### src/rtl/csram_arbiter_if.sv
// Beat-level request/response bundle between one requester and the CSRAM arbiter.
interface csram_arbiter_if;
  logic        req;
  logic [31:0] addr;
  logic [31:0] wdata;
  logic [3:0]  wen;
  logic        gnt;
  logic        rvalid;
  logic [31:0] rdata;

  modport master (output req, addr, wdata, wen, input gnt, rvalid, rdata);
  modport slave  (input req, addr, wdata, wen, output gnt, rvalid, rdata);
endinterface

### src/rtl/csram_arbiter.sv
// Two-port beat arbiter for the single-port CSRAM: owner-sticky grant with a bounded
// hold, one registered issue stage, and a per-port read tag pipe for returning data.
module csram_arbiter #(
  parameter int unsigned RD_LATENCY = 1,
  parameter int unsigned MAX_HOLD   = 8
) (
  input  logic                  clk_i,
  input  logic                  rst_i,
  csram_arbiter_if.slave        m0_io,
  csram_arbiter_if.slave        m1_io,
  output logic                  csram_cen,
  output logic [31:0]           csram_addr,
  output logic [31:0]           csram_d,
  output logic [3:0]            csram_wen,
  input  logic [31:0]           csram_q
);
  localparam int unsigned       HOLD_W   = 8;
  localparam logic [HOLD_W-1:0] HOLD_MAX = HOLD_W'(MAX_HOLD);

  logic              owner_q, owner_d;
  logic [HOLD_W-1:0] hold_q, hold_d;
  logic              gnt0_c, gnt1_c, accept_c, sel_c, win1_c;
  logic [31:0]       sel_addr_c, sel_wdata_c;
  logic [3:0]        sel_wen_c;
  logic              issue_port_q;
  logic [RD_LATENCY-1:0][1:0] tag_q;  // one-hot port tag per stage, 0 for writes/idle
  logic [1:0]        tag_in_c;

  // Grant: a lone requester always wins; under contention the owner keeps it until the hold runs out
  always_comb begin
    gnt0_c = 1'b0;
    gnt1_c = 1'b0;
    win1_c = (hold_q < HOLD_MAX) ? owner_q : !owner_q;
    if (m0_io.req && m1_io.req) begin
      gnt1_c = win1_c;
      gnt0_c = !win1_c;
    end else begin
      gnt0_c = m0_io.req;
      gnt1_c = m1_io.req;
    end
  end

  assign accept_c    = gnt0_c | gnt1_c;
  assign sel_c       = gnt1_c;
  assign sel_addr_c  = sel_c ? m1_io.addr  : m0_io.addr;
  assign sel_wdata_c = sel_c ? m1_io.wdata : m0_io.wdata;
  assign sel_wen_c   = sel_c ? m1_io.wen   : m0_io.wen;

  // Ownership bookkeeping; an idle cycle clears the hold but keeps the owner
  always_comb begin
    owner_d = owner_q;
    hold_d  = hold_q;
    if (accept_c) begin
      if (sel_c == owner_q) begin
        if (hold_q < HOLD_MAX) hold_d = hold_q + HOLD_W'(1);
      end else begin
        owner_d = sel_c;
        hold_d  = HOLD_W'(1);
      end
    end else begin
      hold_d = '0;
    end
  end

  assign tag_in_c = (csram_cen && (csram_wen == 4'h0)) ? (issue_port_q ? 2'b10 : 2'b01) : 2'b00;

  always_ff @(posedge clk_i or negedge rst_i) begin
    if (!rst_i) begin
      owner_q      <= 1'b0;
      hold_q       <= '0;
      csram_cen    <= 1'b0;
      csram_wen    <= 4'h0;
      csram_addr   <= 32'h0;
      csram_d      <= 32'h0;
      issue_port_q <= 1'b0;
      tag_q        <= '0;
    end else begin
      owner_q   <= owner_d;
      hold_q    <= hold_d;
      csram_cen <= accept_c;
      csram_wen <= accept_c ? sel_wen_c : 4'h0;
      if (accept_c) begin
        csram_addr   <= sel_addr_c & 32'hFFFF_FFFC;
        csram_d      <= sel_wdata_c;
        issue_port_q <= sel_c;
      end
      tag_q[0] <= tag_in_c;
      for (int i = 1; i < int'(RD_LATENCY); i++) tag_q[i] <= tag_q[i-1];
    end
  end

  assign m0_io.gnt    = gnt0_c;
  assign m1_io.gnt    = gnt1_c;
  assign m0_io.rvalid = tag_q[RD_LATENCY-1][0];
  assign m1_io.rvalid = tag_q[RD_LATENCY-1][1];
  assign m0_io.rdata  = csram_q;
  assign m1_io.rdata  = csram_q;
endmodule

### src/flat_wrapper.sv
// flat-port wrapper written by rule: the top's interface ports become plain ports
module csram_arbiter_flat 
#(
  parameter int unsigned RD_LATENCY = 1,
  parameter int unsigned MAX_HOLD   = 8
)
  (clk_i, rst_i, csram_cen, csram_addr, csram_d, csram_wen, csram_q, m0_io_req, m0_io_addr, m0_io_wdata, m0_io_wen, m0_io_gnt, m0_io_rvalid, m0_io_rdata, m1_io_req, m1_io_addr, m1_io_wdata, m1_io_wen, m1_io_gnt, m1_io_rvalid, m1_io_rdata);
  csram_arbiter_if m0_io_i ();
  csram_arbiter_if m1_io_i ();
  input  logic clk_i;
  input  logic rst_i;
  output logic csram_cen;
  output logic [31:0] csram_addr;
  output logic [31:0] csram_d;
  output logic [3:0] csram_wen;
  input  logic [31:0] csram_q;
  input wire logic [$bits(m0_io_i.req)-1:0] m0_io_req;
  input wire logic [$bits(m0_io_i.addr)-1:0] m0_io_addr;
  input wire logic [$bits(m0_io_i.wdata)-1:0] m0_io_wdata;
  input wire logic [$bits(m0_io_i.wen)-1:0] m0_io_wen;
  output wire logic [$bits(m0_io_i.gnt)-1:0] m0_io_gnt;
  output wire logic [$bits(m0_io_i.rvalid)-1:0] m0_io_rvalid;
  output wire logic [$bits(m0_io_i.rdata)-1:0] m0_io_rdata;
  input wire logic [$bits(m1_io_i.req)-1:0] m1_io_req;
  input wire logic [$bits(m1_io_i.addr)-1:0] m1_io_addr;
  input wire logic [$bits(m1_io_i.wdata)-1:0] m1_io_wdata;
  input wire logic [$bits(m1_io_i.wen)-1:0] m1_io_wen;
  output wire logic [$bits(m1_io_i.gnt)-1:0] m1_io_gnt;
  output wire logic [$bits(m1_io_i.rvalid)-1:0] m1_io_rvalid;
  output wire logic [$bits(m1_io_i.rdata)-1:0] m1_io_rdata;
  assign m0_io_i.req = m0_io_req;
  assign m0_io_i.addr = m0_io_addr;
  assign m0_io_i.wdata = m0_io_wdata;
  assign m0_io_i.wen = m0_io_wen;
  assign m0_io_gnt = m0_io_i.gnt;
  assign m0_io_rvalid = m0_io_i.rvalid;
  assign m0_io_rdata = m0_io_i.rdata;
  assign m1_io_i.req = m1_io_req;
  assign m1_io_i.addr = m1_io_addr;
  assign m1_io_i.wdata = m1_io_wdata;
  assign m1_io_i.wen = m1_io_wen;
  assign m1_io_gnt = m1_io_i.gnt;
  assign m1_io_rvalid = m1_io_i.rvalid;
  assign m1_io_rdata = m1_io_i.rdata;
  csram_arbiter #(.RD_LATENCY(RD_LATENCY), .MAX_HOLD(MAX_HOLD)) u_core (.clk_i(clk_i), .rst_i(rst_i), .m0_io(m0_io_i), .m1_io(m1_io_i), .csram_cen(csram_cen), .csram_addr(csram_addr), .csram_d(csram_d), .csram_wen(csram_wen), .csram_q(csram_q));
endmodule
### config.mk
export PLATFORM = sky130hd
export DESIGN_NAME = csram_arbiter_flat
export DESIGN_NICKNAME = d
export VERILOG_FILES = /design/src/rtl/csram_arbiter_if.sv /design/src/rtl/csram_arbiter.sv /design/src/flat_wrapper.sv
export SDC_FILE = /design/constraint.sdc
export NUM_CORES = 1
export LEC_CHECK = 0
export ABC_AREA = 1
export CAP_MARGIN = 10
export CORE_AREA = 4 4 118 120
export DETAILED_ROUTE_END_ITERATION = 6
export DIE_AREA = 0 0 122 124
export PLACE_DENSITY = 0.82
export SYNTH_ARGS = -nofsm -noshare
export SYNTH_HDL_FRONTEND = slang
export SYNTH_SLANG_ARGS = --single-unit
### constraint.sdc
create_clock -name clk_i -period 3.3 [get_ports clk_i]
set_input_delay 0.825 -clock clk_i [delete_from_list [all_inputs] [get_ports clk_i]]
set_output_delay 0.825 -clock clk_i [all_outputs]
set_load 0.01 [all_outputs]
=== After elaboration in Yosys (flattened, before gate mapping) ===
Cells that the tools add are included.

* Reduce and logical (&&, ||, !) cells: 6
* Shift-type cells: 0
* Add/sub/neg operators: 1
* Div/mod/pow operators: 0
* Eq/ne operators: 2
* Multiplexer cells: 12
* $lt $le $gt $ge: 1
* Bitwise logic cells: 2
* Multipliers: 0

{| class="wikitable"
|+ Operator list
! cell !! number
|-
| $mux 32 || 2
|-
| $mux 8 || 3
|-
| $add 8x1->8 const B || 1
|-
| $lt 8x4->1 const B || 1
|-
| $mux 4 || 2
|-
| $logic_not 4->1 || 1
|-
| $mux 2 || 2
|-
| $mux 1 || 3
|-
| $ne 3x3->1 const B || 1
|-
| $logic_and 1x1->1 || 2
|-
| $logic_not 1->1 || 2
|-
| $reduce_and 2->1 || 1
|-
| $eq 1x1->1 || 1
|-
| $not 1->1 || 1
|-
| $or 1x1->1 || 1
|}

* Bits in latches: 0
* Bits in read-only memories: 0
* Output and inout bits: 137
* Memories: 0
* Input bits: 172
* Register bits: 79
* Logic and storage cells: 32
* Memory bits (writable): 0

=== Depth between registers and ports, before layout ===
Gate-level depths: netlist (run 1).

* Depth in word-level cells: 6
* Mapped depth: 11
* Mapped depth without buffers: 9

=== Worst setup path before layout (run 1) ===
OpenSTA, ideal clock, no wires.

* Kind: input to output
* From: input port m1_io_req
* To: output port m0_io_gnt
* Cell stages on the path: 4
* Arrival: 1.761 ns
* Path slack: 0.714 ns
* Cells stage by stage: buf_2 clkbuf_1 clkbuf_1 o21ai_0

* Longest elaborated chain between the ends: 2

{| class="wikitable"
|+ RTL lines
! item !! line !! text
|-
| start: declaration || flat_wrapper.sv:24 || <nowiki>input wire logic [$bits(m1_io_i.req)-1:0] m1_io_req;</nowiki>
|-
| $logic_and 1x1->1 || csram_arbiter.sv:34 || <nowiki>if (m0_io.req && m1_io.req) begin</nowiki>
|-
| $mux 1 || csram_arbiter.sv:34 ||
|-
| end: declaration || flat_wrapper.sv:21 || <nowiki>output wire logic [$bits(m0_io_i.gnt)-1:0] m0_io_gnt;</nowiki>
|}

No other way between the ends.

=== Worst setup path after layout (run 1) ===
* From: input port m0_io_req
* To: output port m0_io_gnt

* Longest elaborated chain between the ends: 2

{| class="wikitable"
|+ RTL lines
! item !! line !! text
|-
| start: declaration || flat_wrapper.sv:17 || <nowiki>input wire logic [$bits(m0_io_i.req)-1:0] m0_io_req;</nowiki>
|-
| $logic_and 1x1->1 || csram_arbiter.sv:34 ||
|-
| $mux 1 * || csram_arbiter.sv:34 ||
|}

Mark *: on every way between the ends. The rest lies on a longest branch, timed or not.

==> results of run 1 <==
==> final timing paths <==
check,from,slack (ps),cells past startpoint,to
worst max-delay path,m0_io_req,230,4,m0_io_gnt
worst min register to register,u_core.issue_port_q,430,1,u_core.tag_q[0]
worst max register to register,u_core.hold_q[4],1230,9,u_core.csram_d[25]
min in group asynchronous,rst_i,640,1,u_core.csram_d[29]
worst min-delay path,u_core.issue_port_q,430,1,u_core.tag_q[0]
max in group asynchronous,rst_i,1970,1,u_core.csram_addr[9]
==> report_power, final <==
group	switching, W	internal [W]	total [W]
Combinational	0.000315	0.000393	0.000708
Sequential	0.0000559	0.00107	0.00113
Clock	0.000379	0.000703	0.00108
Total	0.000750	0.00217	0.00292
==> metal layers <==
metal | global-route usage (%) | up-vias | wire [µm]
li1 | - | 2248 | -
met4 | 9.66 | 0 | 447
met3 | 6.13 | 46 | 1320
met5 | 0 | - | 0
met2 | 29.1 | 173 | 6250
met1 | 19.0 | 1999 | 4980
==> state kept, by name, indices dropped and copies added, names as in the netlist <==
signal               flops
u_core.tag_q             2
u_core.issue_port_q      1
u_core.csram_addr       30
u_core.csram_cen         1
u_core.csram_d          32
u_core.hold_q            8
u_core.owner_q           1
u_core.csram_wen         4
==> placed cells by master, fill, tap and decap left out <==
master           count
ha_1                 1
o21ai_0              3
nand4_1              3
conb_1               2
nand2_2              1
o211ai_1             4
nand4_4              1
clkbuf_1             2
bufinv_16            2
nor2_4               2
nand2_1            205
nor4_1               1
xor2_1               2
clkbuf_8             2
clkdlybuf4s50_1    204
inv_2                1
buf_2                1
nand3_1            137
dfrtp_1             79
buf_4               11
inv_1              137
clkinv_2             1
clkbuf_16            9
nor2_1               8
==> per-stage QoR <==
| step | setup slack [ps] | hold WS [ps] |
|---|---|---|
| finish | 231 | 432 |
| global route | 109 | 448 |
| CTS | 193 | 435 |
| detailed placement | 185 | 423 |
| global placement | 201 | 409 |
| floorplan | 714 | 402 |
==> critical path: stages <==
cell and delay, ps:
clkdlybuf4s50_1 550, inv_1 80, o21ai_0 190, clkdlybuf4s50_1 600
==> final cells by class <==
cell class | count | area, µm² | area share [%]
Timing Repair Buffer | 216 | 2130 | 31.3
Sequential cell | 79 | 1980 | 29.0
Multi-Input combinational cell | 370 | 1640 | 24.1
Inverter | 138 | 518 | 7.60
Clock buffer | 13 | 260 | 3.82
Tap cell | 176 | 220 | 3.23
Clock inverter | 3 | 65.1 | 0.955
==> logic make-up (layout without fill, tap and decap cells) <==
kind of cell    Yosys count  count (layout)  synth area share (%)
compound gates            7               7                 0.940
xor+xnor                  2               2                 0.366
fa+ha+maj                 1               1                 0.261
buf+inv                 239             370                  24.6
flops                    79              79                  41.3
other cells               1               2                0.0783
simple gates            358             358                  32.5
==> impl_metrics.toml, run 1 <==
[global_route]
grt_pass1_wl_um = 20700
grtUsageTotal_pct = 17.3
antenna_found_initial = 0
grt_max_degree = 80
grt_pass1_vias = 4370
gr-total-overflow = 0

[finish]
final_cell_area_um2 = 6810
drive_above_1_share_pct = 3.79
antenna_cells = 0
nNetsFinal = 987
nFillCells = 1248
postLayoutCoreUtil_pct = 52.5
areaGrowthSynthToFinish_pct = 42.2
final_cells = 995

[sta]
setup_viol = 0
skew_ps = 6.30
worst_pin_slew_ps = 1020
fin_crit_ps = 3070
rsz0062_at_grt = "no"
slew_viol_final = 0
min_period_over_period_pct = 93.0
fmax_ghz = 0.326
hold_viol = 0
fin_tns_setup_ps = 0
slew_headroom_pct = 32.3

[worst_setup_path]
worstPathRequired_ps = 2470
path_max_fanout = 3
cp.arrival_ps = 2240
critPathCaptureType = "output port"
crit_path_start_kind = "input pin"
criticalPathCategory = "input pin to output port"

[floorplan]
coreArea_um2 = 13000
die_area_um2 = 15100
start_util_pct = 36.9
die_w_um = 122
io_pins = 309
row_count = 42
die_h_um = 124

[synth]
synth.most_common_cell = "nand2_1"
yosys.area.top_type_share_pct = 41.3
synth.ff_latch_count = 79
synth_cells = 687
ys_types = 22
synthFlopType = "dfrtp_1"
synthTopCellsByCount = "nand2_1 (205), inv_1 (137), nand3_1 (137), dfrtp_1 (79), buf_4 (66)"
synth_area_leader_cell = "dfrtp_1"
ys_warn_count = 0
syn-cell-area_um2 = 4790
synth_area_leaders = "dfrtp_1 (41%), nand2_1 (16%), nand3_1 (14%)"
synth_edf_count = 0
yosysSeqAreaShare_pct = 41.3
async_flop_share_pct = 100
syn_avg_cell_area_um2 = 6.97

[clocking]
clk_pin_slew_ps = 60
clockRootBuffer = "clkbuf_16"
h-tree-depth = 3
post_cts_buffers = 0
clock_path_buffers = 2
cts_hold_buffers = 0
tritoncts = "built"
cts-resized-gates = 0
cts_made_buffers = 9
insertion_delay_ps = 330
cts_sinks = 79

[detailed_routing]
drt.antenna.violating_nets = 0
vias = 4466
wl_per_cell_um = 13.1
firstDrtPassIters = 4
route.detailed.drc = 0
wirelength_um = 13000
vias_per_cell = 4.49
first_iter_violations = 237

[power]
power.density_nw_per_um2 = 428
p_leak_nw = 3.60
p_total_w = 0.00292
vdd_ir_drop_max_mv = 0.273

[placement]
place_congestion = 0.757
dp_hpwl_um = 9290
numPortBuffers = 206
placed_cells = 979
placed_area_um2 = 6490

[worst_hold_path]
hold_path_class = "register to register"

[flow_run]
drv_cap = 0

[run_status]
outcome = "complete, no violations"
Power figures use the tool's default switching activity.
==> run 2, diff against run 1 <==
--- a/config.mk
+++ b/config.mk
@@ -6,6 +6,7 @@
 export NUM_CORES = 1
 export LEC_CHECK = 0
 export ABC_AREA = 1
+export ABC_CLOCK_PERIOD_IN_PS = 3300
 export CAP_MARGIN = 10
 export CORE_AREA = 4 4 118 120
 export DETAILED_ROUTE_END_ITERATION = 6
==> results of run 2 <==
Same layout as run 1: the final DEF is identical, and so are final timing and power.
==> run 3, diff against run 2 <==
--- a/config.mk
+++ b/config.mk
@@ -12,6 +12,7 @@
 export DETAILED_ROUTE_END_ITERATION = 6
 export DIE_AREA = 0 0 122 124
 export PLACE_DENSITY = 0.82
+export SKIP_LAST_GASP = 1
 export SYNTH_ARGS = -nofsm -noshare
 export SYNTH_HDL_FRONTEND = slang
 export SYNTH_SLANG_ARGS = --single-unit
==> results of run 3 <==
Same layout as run 1: the final DEF is identical, and so are final timing and power.
